==> src/rtl/alu_8bit.sv <==
// ============================================================================
// Module   : alu_8bit
// Purpose  : Registered 16-opcode ALU with carry, valid strobe, 1-cycle latency.
//            Optional Zero flag output when ALU_ZERO_FLAG_EN is defined.
// Revision : 1.0 - initial release
// ============================================================================
`default_nettype none

module alu_8bit #(
  parameter int WIDTH = 8
) (
  input  logic             clk,
  input  logic             rst_n,
  input  logic             in_valid,
  input  logic [WIDTH-1:0] A,
  input  logic [WIDTH-1:0] B,
  input  logic [3:0]       ALU_Sel,
  output logic [WIDTH-1:0] ALU_Out,
  output logic             CarryOut,
`ifdef ALU_ZERO_FLAG_EN
  output logic             Zero,
`endif
  output logic             out_valid
);

  localparam logic [3:0] OP_ADD  = 4'b0000;
  localparam logic [3:0] OP_SUB  = 4'b0001;
  localparam logic [3:0] OP_MUL  = 4'b0010;
  localparam logic [3:0] OP_DIV  = 4'b0011;
  localparam logic [3:0] OP_SHL  = 4'b0100;
  localparam logic [3:0] OP_SHR  = 4'b0101;
  localparam logic [3:0] OP_ROL  = 4'b0110;
  localparam logic [3:0] OP_ROR  = 4'b0111;
  localparam logic [3:0] OP_AND  = 4'b1000;
  localparam logic [3:0] OP_OR   = 4'b1001;
  localparam logic [3:0] OP_XOR  = 4'b1010;
  localparam logic [3:0] OP_NOR  = 4'b1011;
  localparam logic [3:0] OP_NAND = 4'b1100;
  localparam logic [3:0] OP_XNOR = 4'b1101;
  localparam logic [3:0] OP_GT   = 4'b1110;
  localparam logic [3:0] OP_EQ   = 4'b1111;

  logic [WIDTH:0]   sum;
  logic [WIDTH-1:0] result;

  logic [WIDTH-1:0] alu_out_q, alu_out_d;
  logic             carry_q, carry_d;
  logic             valid_q, valid_d;
`ifdef ALU_ZERO_FLAG_EN
  logic             zero_q, zero_d;
`endif

  always_comb begin
    sum    = {1'b0, A} + {1'b0, B};
    result = '0;
    case (ALU_Sel)
      OP_ADD:  result = sum[WIDTH-1:0];
      OP_SUB:  result = A - B;
      OP_MUL:  result = A * B;
      // Divide-by-zero saturates to all-ones instead of trapping.
      OP_DIV:  result = (B == '0) ? '1 : A / B;
      OP_SHL:  result = A << 1;
      OP_SHR:  result = A >> 1;
      OP_ROL:  result = {A[WIDTH-2:0], A[WIDTH-1]};
      OP_ROR:  result = {A[0], A[WIDTH-1:1]};
      OP_AND:  result = A & B;
      OP_OR:   result = A | B;
      OP_XOR:  result = A ^ B;
      OP_NOR:  result = ~(A | B);
      OP_NAND: result = ~(A & B);
      OP_XNOR: result = ~(A ^ B);
      OP_GT:   result = {{(WIDTH-1){1'b0}}, (A > B)};
      OP_EQ:   result = {{(WIDTH-1){1'b0}}, (A == B)};
      default: result = '0;
    endcase
  end

  always_comb begin
    alu_out_d = alu_out_q;
    carry_d   = carry_q;
    valid_d   = in_valid;
`ifdef ALU_ZERO_FLAG_EN
    zero_d    = zero_q;
`endif
    if (in_valid) begin
      alu_out_d = result;
      carry_d   = sum[WIDTH];
`ifdef ALU_ZERO_FLAG_EN
      zero_d    = (result == '0);
`endif
    end
  end

  always_ff @(posedge clk or negedge rst_n) begin
    if (!rst_n) begin
      alu_out_q <= '0;
      carry_q   <= 1'b0;
      valid_q   <= 1'b0;
`ifdef ALU_ZERO_FLAG_EN
      zero_q    <= 1'b0;
`endif
    end else begin
      alu_out_q <= alu_out_d;
      carry_q   <= carry_d;
      valid_q   <= valid_d;
`ifdef ALU_ZERO_FLAG_EN
      zero_q    <= zero_d;
`endif
    end
  end

  assign ALU_Out   = alu_out_q;
  assign CarryOut  = carry_q;
  assign out_valid = valid_q;
`ifdef ALU_ZERO_FLAG_EN
  assign Zero      = zero_q;
`endif

endmodule

`default_nettype wire

==> config.mk <==
export PLATFORM = sky130hd
export DESIGN_NAME = alu_8bit
export DESIGN_NICKNAME = d
export VERILOG_FILES = /design/src/rtl/alu_8bit.sv
export SDC_FILE = /design/constraint.sdc
export NUM_CORES = 1
export LEC_CHECK = 0
export ABC_AREA = 1
export CAP_MARGIN = 25
export CORE_MARGIN = 1.5
export CORE_UTILIZATION = 65
export CTS_CLUSTER_DIAMETER = 60
export DETAILED_ROUTE_END_ITERATION = 16
export PLACE_DENSITY = 0.86
export SYNTH_ARGS = -nofsm -noshare
export SYNTH_HDL_FRONTEND = slang
export SYNTH_SLANG_ARGS = --single-unit
==> constraint.sdc <==
create_clock -name clk -period 2.5 [get_ports clk]
set_clock_uncertainty 0.15 [all_clocks]
set_input_delay 0.625 -clock clk [delete_from_list [all_inputs] [get_ports clk]]
set_output_delay 0.625 -clock clk [all_outputs]
set_load 0.01 [all_outputs]
==> results of run 1 <==
## cell usage after synthesis (8+ instances only)
master	n
a21oi_1	33
dfrtp_1	10
fa_1	14
ha_1	79
inv_1	125
inv_2	16
nand2_1	188
nand2_2	11
nand3_1	53
nand3_2	9
nor2_1	40
nor3_1	11
o21ai_0	29
o21ai_1	18
or2_2	8
xnor2_1	8
xor2_1	13
## through the flow
step / TNS (ns) / hold slack, ns / cell area, um2 / worst slack (ns) / std cells
after detailed placement: -34.58 / 0.313 / 6480 / -7.39 / 1016
after global placement: -30.42 / 0.306 / 6480 / -6.45 / 1016
after floorplan: -22.07 / 0.179 / 4940 / -5.59 / 744
## cell families after synthesis
| group | after synthesis |
|---|---|
| AOI/OAI and AO/OA | 115 |
| buffers and inverters | 157 |
| DFF | 10 |
| xor gates and xnor gates | 23 |
| and+or+nand+nor | 346 |
| adders and majority gates | 93 |
==> metrics, run 1 <==
status=aborted with a tool error; Halt Stage=clock tree synthesis (4_1_cts); Stop Error=[ERROR DPL-0038] Utilization greater than 100%, impossible to legalize; main combinational cell family by area after synthesis=simple AND/OR/NAND/NOR gates; Post-Synth XOR/XNOR Area=~4.7%; clock tree buffer depth=2; CTS root buf=clkbuf_8; hold-fix buffers at CTS=0; Post-Syn Instances=744; Die W=about 87 um; share of the synthesized area in the top cell type=a little over a fifth; Setup Buffers After CTS=33; Initial Utilization=about 67%; commonest register cell after synthesis=dfrtp_1; Synth Area in Compound Gates=roughly 15%; adder-cell share of the synthesized area=27.6%; cells taking the most area after synthesis=ha_1, nand2_1, inv_1; Final HPWL DP=between 15000 and 20000 um; Yosys cell types=44; leading area contributor after synthesis=ha_1; Post-synth EDFFs=0; Post-Synth Simple-Gate Area=between 30% and 40%; Die Y=approximately 87 um; Async SR Flop Fraction=100%; fraction of synthesized area in multiplexers=0%; Yosys Warn Count=0; post-synthesis sequential area ratio=5.44%; Avg Synthesized Cell Area=approximately 6 um2; CTS Sinks=10; Syn Std Cell Area=about 4600 um2; post-cts sizing count=just over 200; CTS Buf Count=3; CTS H-tree lvls=1; FF+latch count, synth=10; # rows=30; input/output buffers=32; Placer Congestion=about 1.2; IO Count=33; Synthesized Nets=860
==> run 2, diff against run 1 <==
--- a/config.mk
+++ b/config.mk
@@ -8,10 +8,9 @@
 export ABC_AREA = 1
 export CAP_MARGIN = 25
 export CORE_MARGIN = 1.5
-export CORE_UTILIZATION = 65
-export CTS_CLUSTER_DIAMETER = 60
+export CORE_UTILIZATION = 40
 export DETAILED_ROUTE_END_ITERATION = 16
-export PLACE_DENSITY = 0.86
+export PLACE_DENSITY_LB_ADDON = 0.15
 export SYNTH_ARGS = -nofsm -noshare
 export SYNTH_HDL_FRONTEND = slang
 export SYNTH_SLANG_ARGS = --single-unit
==> run 2 against run 1 <==
Against the previous run: the flow now finishes, with violations (setup timing); synthesized cell count unchanged; area after synthesis did not move.
==> metrics, run 2 <==
Post-Synth Simple-Gate Area=34.5% (unchanged); Die W=110 um (+27%); post-synthesis sequential area ratio=5.44% (unchanged); initial antenna violation count=0; input/output buffers=32 (unchanged); adder-cell share of the synthesized area=27.6% (unchanged); slew of the pin with the lowest slew margin=~0.45 ns; Post-Synth XOR/XNOR Area=4.71% (unchanged); Core Area=approximately 11000 um2; Max-slew headroom=between 70% and 80%; Layout Nets=between 1000 and 1500; 1st-iter DRT viols=469; commonest cells in the netlist=nand2_1, inv_1, ha_1, nand3_1, nor2_1; vias in the first global route=6478; part of the cycle the worst path needs=353%; P_leak=4.34 nW; top-count cell post-synth=nand2_1; clock tree from TritonCTS=yes; IO Count=33 (unchanged); via density per instance=around 5.6; Syn Std Cell Area=4600 um2 (unchanged); Via Count=6513; Final Critical Period=8.82 ns; endpoints failing hold=0; cells taking the most area after synthesis=ha_1, nand2_1, inv_1; Async SR Flop Fraction=100% (unchanged); violated checks=setup timing; diode count=0; 1st-pass router iterations=5; Sum Neg Setup Slack=-30.91 ns; FF+latch count, synth=10 (unchanged); Initial Utilization=41.7% (-26 points); Power Density=about 350 nW/um2; global-route wire length before repair=about 31000 um; grt total ovfl=0; Synth Area in Compound Gates=14.6% (unchanged); most frequent cells in the layout=buf_4, nand2_1, inv_1; # rows=38 (+27%); max-cap viol count=0; Yosys cell types=44 (unchanged); GRT Util Overall=around 34%; share of layout cells above drive strength 1=between 40% and 50%; data arrival time of the worst path=between 8 and 9 ns; largest net degree at the start of global routing=12; cell mode on critical path=nand2_2; DRT antenna net count=0; endpoints failing setup=8; commonest register cell after synthesis=dfrtp_1; Reg clk slew, reported paths=around 0.040 ns; Final HPWL DP=14000 um (-19%); Max Slew Vio Count=0; crit path max-delay cell type=ha_1; crit-path max FO=6; HP Class=flip-flop to flip-flop; pre-CTS WS=-6.72 ns (+0.665 ns); max FFs per register=8; clk_lat worst skew=roughly 0.23 ns; total wire length=22800 um; Post-Syn Instances=744 (unchanged); CTS root buf=clkbuf_16; status=finished, violations left; Critical Path RT=2.47 ns; CP endpoint kind=flip-flop; Die ar.=approximately 12000 um2; clock tree buffer depth=2 (unchanged); fraction of synthesized area in multiplexers=0% (unchanged); crit start category=primary input; Post-synth EDFFs=0 (unchanged); CTS Buf Count=3 (unchanged); main combinational cell family by area after synthesis=simple AND/OR/NAND/NOR gates; Avg WL per Cell=slightly below 20 um; CTS Sinks=10 (unchanged); share of the synthesized area in the top cell type=21.5% (unchanged); Avg Synthesized Cell Area=6.18 um2 (unchanged); RSZ-0062 raised after global routing=true; commonest non-fill, non-tap cell in the layout=buf_4; fmax=113 MHz; Placer Congestion=0.971 (-18%); area delta synth->final=78.6%; peak supply drop=0.436 mV; crit path kind=primary input to flip-flop; post-layout worst setup margin=-6.32 ns; critical path's largest stage delay=between 0.2 and 0.3 ns; Yosys Warn Count=0 (unchanged); DRC=0; leading area contributor after synthesis=ha_1; CTS H-tree lvls=1 (unchanged); Die Y=110 um (+27%); Synthesized Nets=860 (unchanged)
[run 2: cell counts after synthesis]
Identical to the previous run, type by type.
[run 2: path summary, 6_finish.rpt]
check / from / endpoint / slack (ns) / cells past startpoint
worst max-delay path: B[0] / ALU_Out[0] / -6.32 / 67
worst min-delay path: ALU_Out[4] / ALU_Out[4] / 0.32 / 2
worst max register to register: ALU_Out[7] / ALU_Out[7] / 1.47 / 3
worst min register to register: ALU_Out[4] / ALU_Out[4] / 0.32 / 2
max in group asynchronous: rst_n / ALU_Out[0] / 1.34 / 1
min in group asynchronous: rst_n / CarryOut / 0.55 / 1
[run 2: stage by stage]
step | utilization (%) | cell area, um2 | total power, W | cells | hold WS (ns)
floorplan | - | 4940 | 0.00130 | 744 | 0.179
global placement | 60.7 | 6690 | 0.00197 | 1081 | 0.315
detailed placement | 60.7 | 6690 | 0.00203 | 1081 | 0.319
CTS | 70.2 | 7740 | 0.00258 | 1151 | 0.331
global route | 74.5 | 8220 | 0.00306 | 1170 | 0.340
finish | 74.5 | 8220 | 0.00286 | 1170 | 0.325
[run 2: cell families after synthesis]
kind of cell    count (synthesis)
simple gates                  346
buf+inv                       157
compound gates                115
fa+ha+maj                      93
xor+xnor                       23
flops                          10
[run 2: area by class of cell]
| type | count | area [um2] |
|---|---|---|
| Multi-Input combinational cell | 577 | 4720 |
| Fill cell | 786 | 2820 |
| Timing Repair Buffer | 295 | 2400 |
| Inverter | 144 | 572 |
| Sequential cell | 10 | 250 |
| Tap cell | 140 | 175 |
| Clock buffer | 4 | 88.8 |
[run 2: worst max-delay path, delay by kind of cell]
kind,cells,cell delay [ns]
simple gates,37,3.68
fa+ha+maj,8,1.96
buf+inv,8,0.73
compound gates,14,1.79
[run 2: report_power, final]
part | internal (W) | switching [W] | total [W]
clock network | 0.000240 | 0.0000736 | 0.000314
registers | 0.000188 | 0.0000133 | 0.000201
logic | 0.00111 | 0.00123 | 0.00235
total | 0.00154 | 0.00132 | 0.00286
[run 2: routing by layer]
| metal | vias to the layer above | track usage [%] | routed length, um |
|---|---|---|---|
| met5 | - | 0 | 0 |
| met4 | 0 | 19.3 | 1830 |
| met3 | 150 | 3.88 | 1730 |
| met2 | 363 | 60.8 | 10800 |
| met1 | 3025 | 38.4 | 8370 |
| li1 | 2975 | - | - |
[run 2: timing repair]
action | CTS | global route
gates resized for setup | 143 | 98
pin swaps | 93 | 57
setup endpoints to repair | 9 | 9
setup buffers | 68 | 21
hold buffers | 0 | 0
Power figures use the tool's default switching activity.
==> run 3, diff against run 2 <==
--- a/config.mk
+++ b/config.mk
@@ -11,6 +11,7 @@
 export CORE_UTILIZATION = 40
 export DETAILED_ROUTE_END_ITERATION = 16
 export PLACE_DENSITY_LB_ADDON = 0.15
+export SLEW_MARGIN = 20
 export SYNTH_ARGS = -nofsm -noshare
 export SYNTH_HDL_FRONTEND = slang
 export SYNTH_SLANG_ARGS = --single-unit
==> results of run 3 <==
Final layout, timing and power as in run 2 (identical DEF).
==> edit (settings of run 3) <==
Set the parameter `WIDTH` to 12 (it was 8).
--- a/src/rtl/alu_8bit.sv
+++ b/src/rtl/alu_8bit.sv
@@ -9,3 +9,3 @@
 module alu_8bit #(
-  parameter int WIDTH = 8
+  parameter int WIDTH = 12
 ) (
Ports: changed (resized A, ALU_Out and B); port bits go from 33 to 45. The function was not compared with the original's and may differ.
==> edit against run 3 <==
- maximum frequency decreased by 40%
- critical path depth grew 62
- total power increased by 110%
- die area grew 87%
- worst setup slack got worse by 5.9 ns
- critical path type unchanged
- the run still ends with setup timing left
- critical endpoint unchanged
- synthesized area increased by 89%
- sequential share of layout area shrank 0.80 points
- combinational power is 130% higher
- clock power decreased by 6%
- wire length is 76% higher
- final area grew 90%
- sequential cell count rose by 4
==> edit: results (changes against run 3) <==
Run status
  • Status: finished with violations
  • Violations in the final reports: setup timing

Global routing
  • Met1 GRT Util: 0.407 (+0.0234)
  • Met3 track demand over resource in global routing: 0.0282 (-0.0106)
  • Largest net degree at the start of global routing: 16 (+4)
  • Global-route wire length before repair: 59200 um (+89%)

Yosys
  • Post-synth net total: 1559 (+81%)
  • Post-Synth Adder-Cell Area: 0.304 (+0.0282)
  • Count of unique library cells instantiated by Yosys: 61 (+39%)

Detailed routing
  • Routed via count: 11700 (+79%)
  • Wire length on met1: 15900 um (+90%)
  • Routed length on met3: 2580 um (+49%)
  • Detail-routed via count per cell: 5.30 (-4.8%)

Worst setup path
  • Startpoint of the worst-slack reg-to-reg timing path: ALU_Out[11]
  • Arrival time reported for the critical path endpoint: 14.73 ns (+5.94 ns)
  • Biggest fanout along the worst timing path: 8 (+2)

Layout
  • Fraction of area in multi-input gates: 0.561 (-0.0138)
  • Area of the multi-input gates: 8760 um^2 (+85%)
  • Clock tree cell share of total cell area: 0.00481 (-0.00600)
  • Layout-stage area growth over the synthesis result: 79.1%
  • FILL cells: 1600 (+100%)
  • Share of cells above drive strength 1: 0.491 (+0.00328)
  • Largest register FFs: 12 (+4)
  • Flip-flop and latch count: 14 (+4)
  • Flip-flop and latch share of the layout cell area: 0.0225 (-0.00800)
  • Non-clock buffers, area share: 0.325 (+0.0320)
  • Non-clk invs: 250 (+74%)

STA
  • Final setup margin: -12.26 ns (-5.94 ns)
  • Aggregate negative setup slack: -74.02 ns (-43.11 ns)
  • Relative slew slack: 0.553 (-0.148)
  • Setup violations, final: 13 (+5)

Placement
  • Placed inst area: 12900 um^2 (+93%)
  • Count of placed standard cells including taps: 2031 (+88%)
  • Placer Congestion: 1.01 (+4.4%)

Pwr
  • Share of power burned in combinational logic: 0.901 (+0.081)
  • Highest ir drop seen on vdd: 291 uV (-33%)
  • Leak pwr: 0.00811 uW (+87%)
  • Combinational Power: 5300 uW (+130%)
[edit: cell types whose count changed in the layout (fill, tap and decap cells not counted), sizes merged, moves of 14 or more]
cell	change
inv	+99
nor2	+33
fa	+27
nand2	+130
nand3	+19
o22ai	+14
buf	+315
ha	+67
xnor2	+18
a21oi	+40
xor2	+18
o21ai	+30
[edit: how the worst min path moves through the flow]
stage / endpoint / cells after the start
CTS: ALU_Out[1] / 2
detailed placement: ALU_Out[1] / 2
global route: ALU_Out[5] / 2
finish: ALU_Out[1] / 2
floorplan: ALU_Out[0] / 0
global placement: ALU_Out[10] / 2
[edit: timing repair]
item	4_1_cts	5_1_grt
endpoints found under the setup margin	13	13
gates resized for setup	260	134
gates cloned	2	0
buffers inserted	135	36
pin swaps	158	134
hold buffers	0	0
[edit: cells by family after synthesis]
group	Yosys count
compound gates	238
xor+xnor	59
fa+ha+maj	187
buf+inv	288
flops	14
simple gates	555
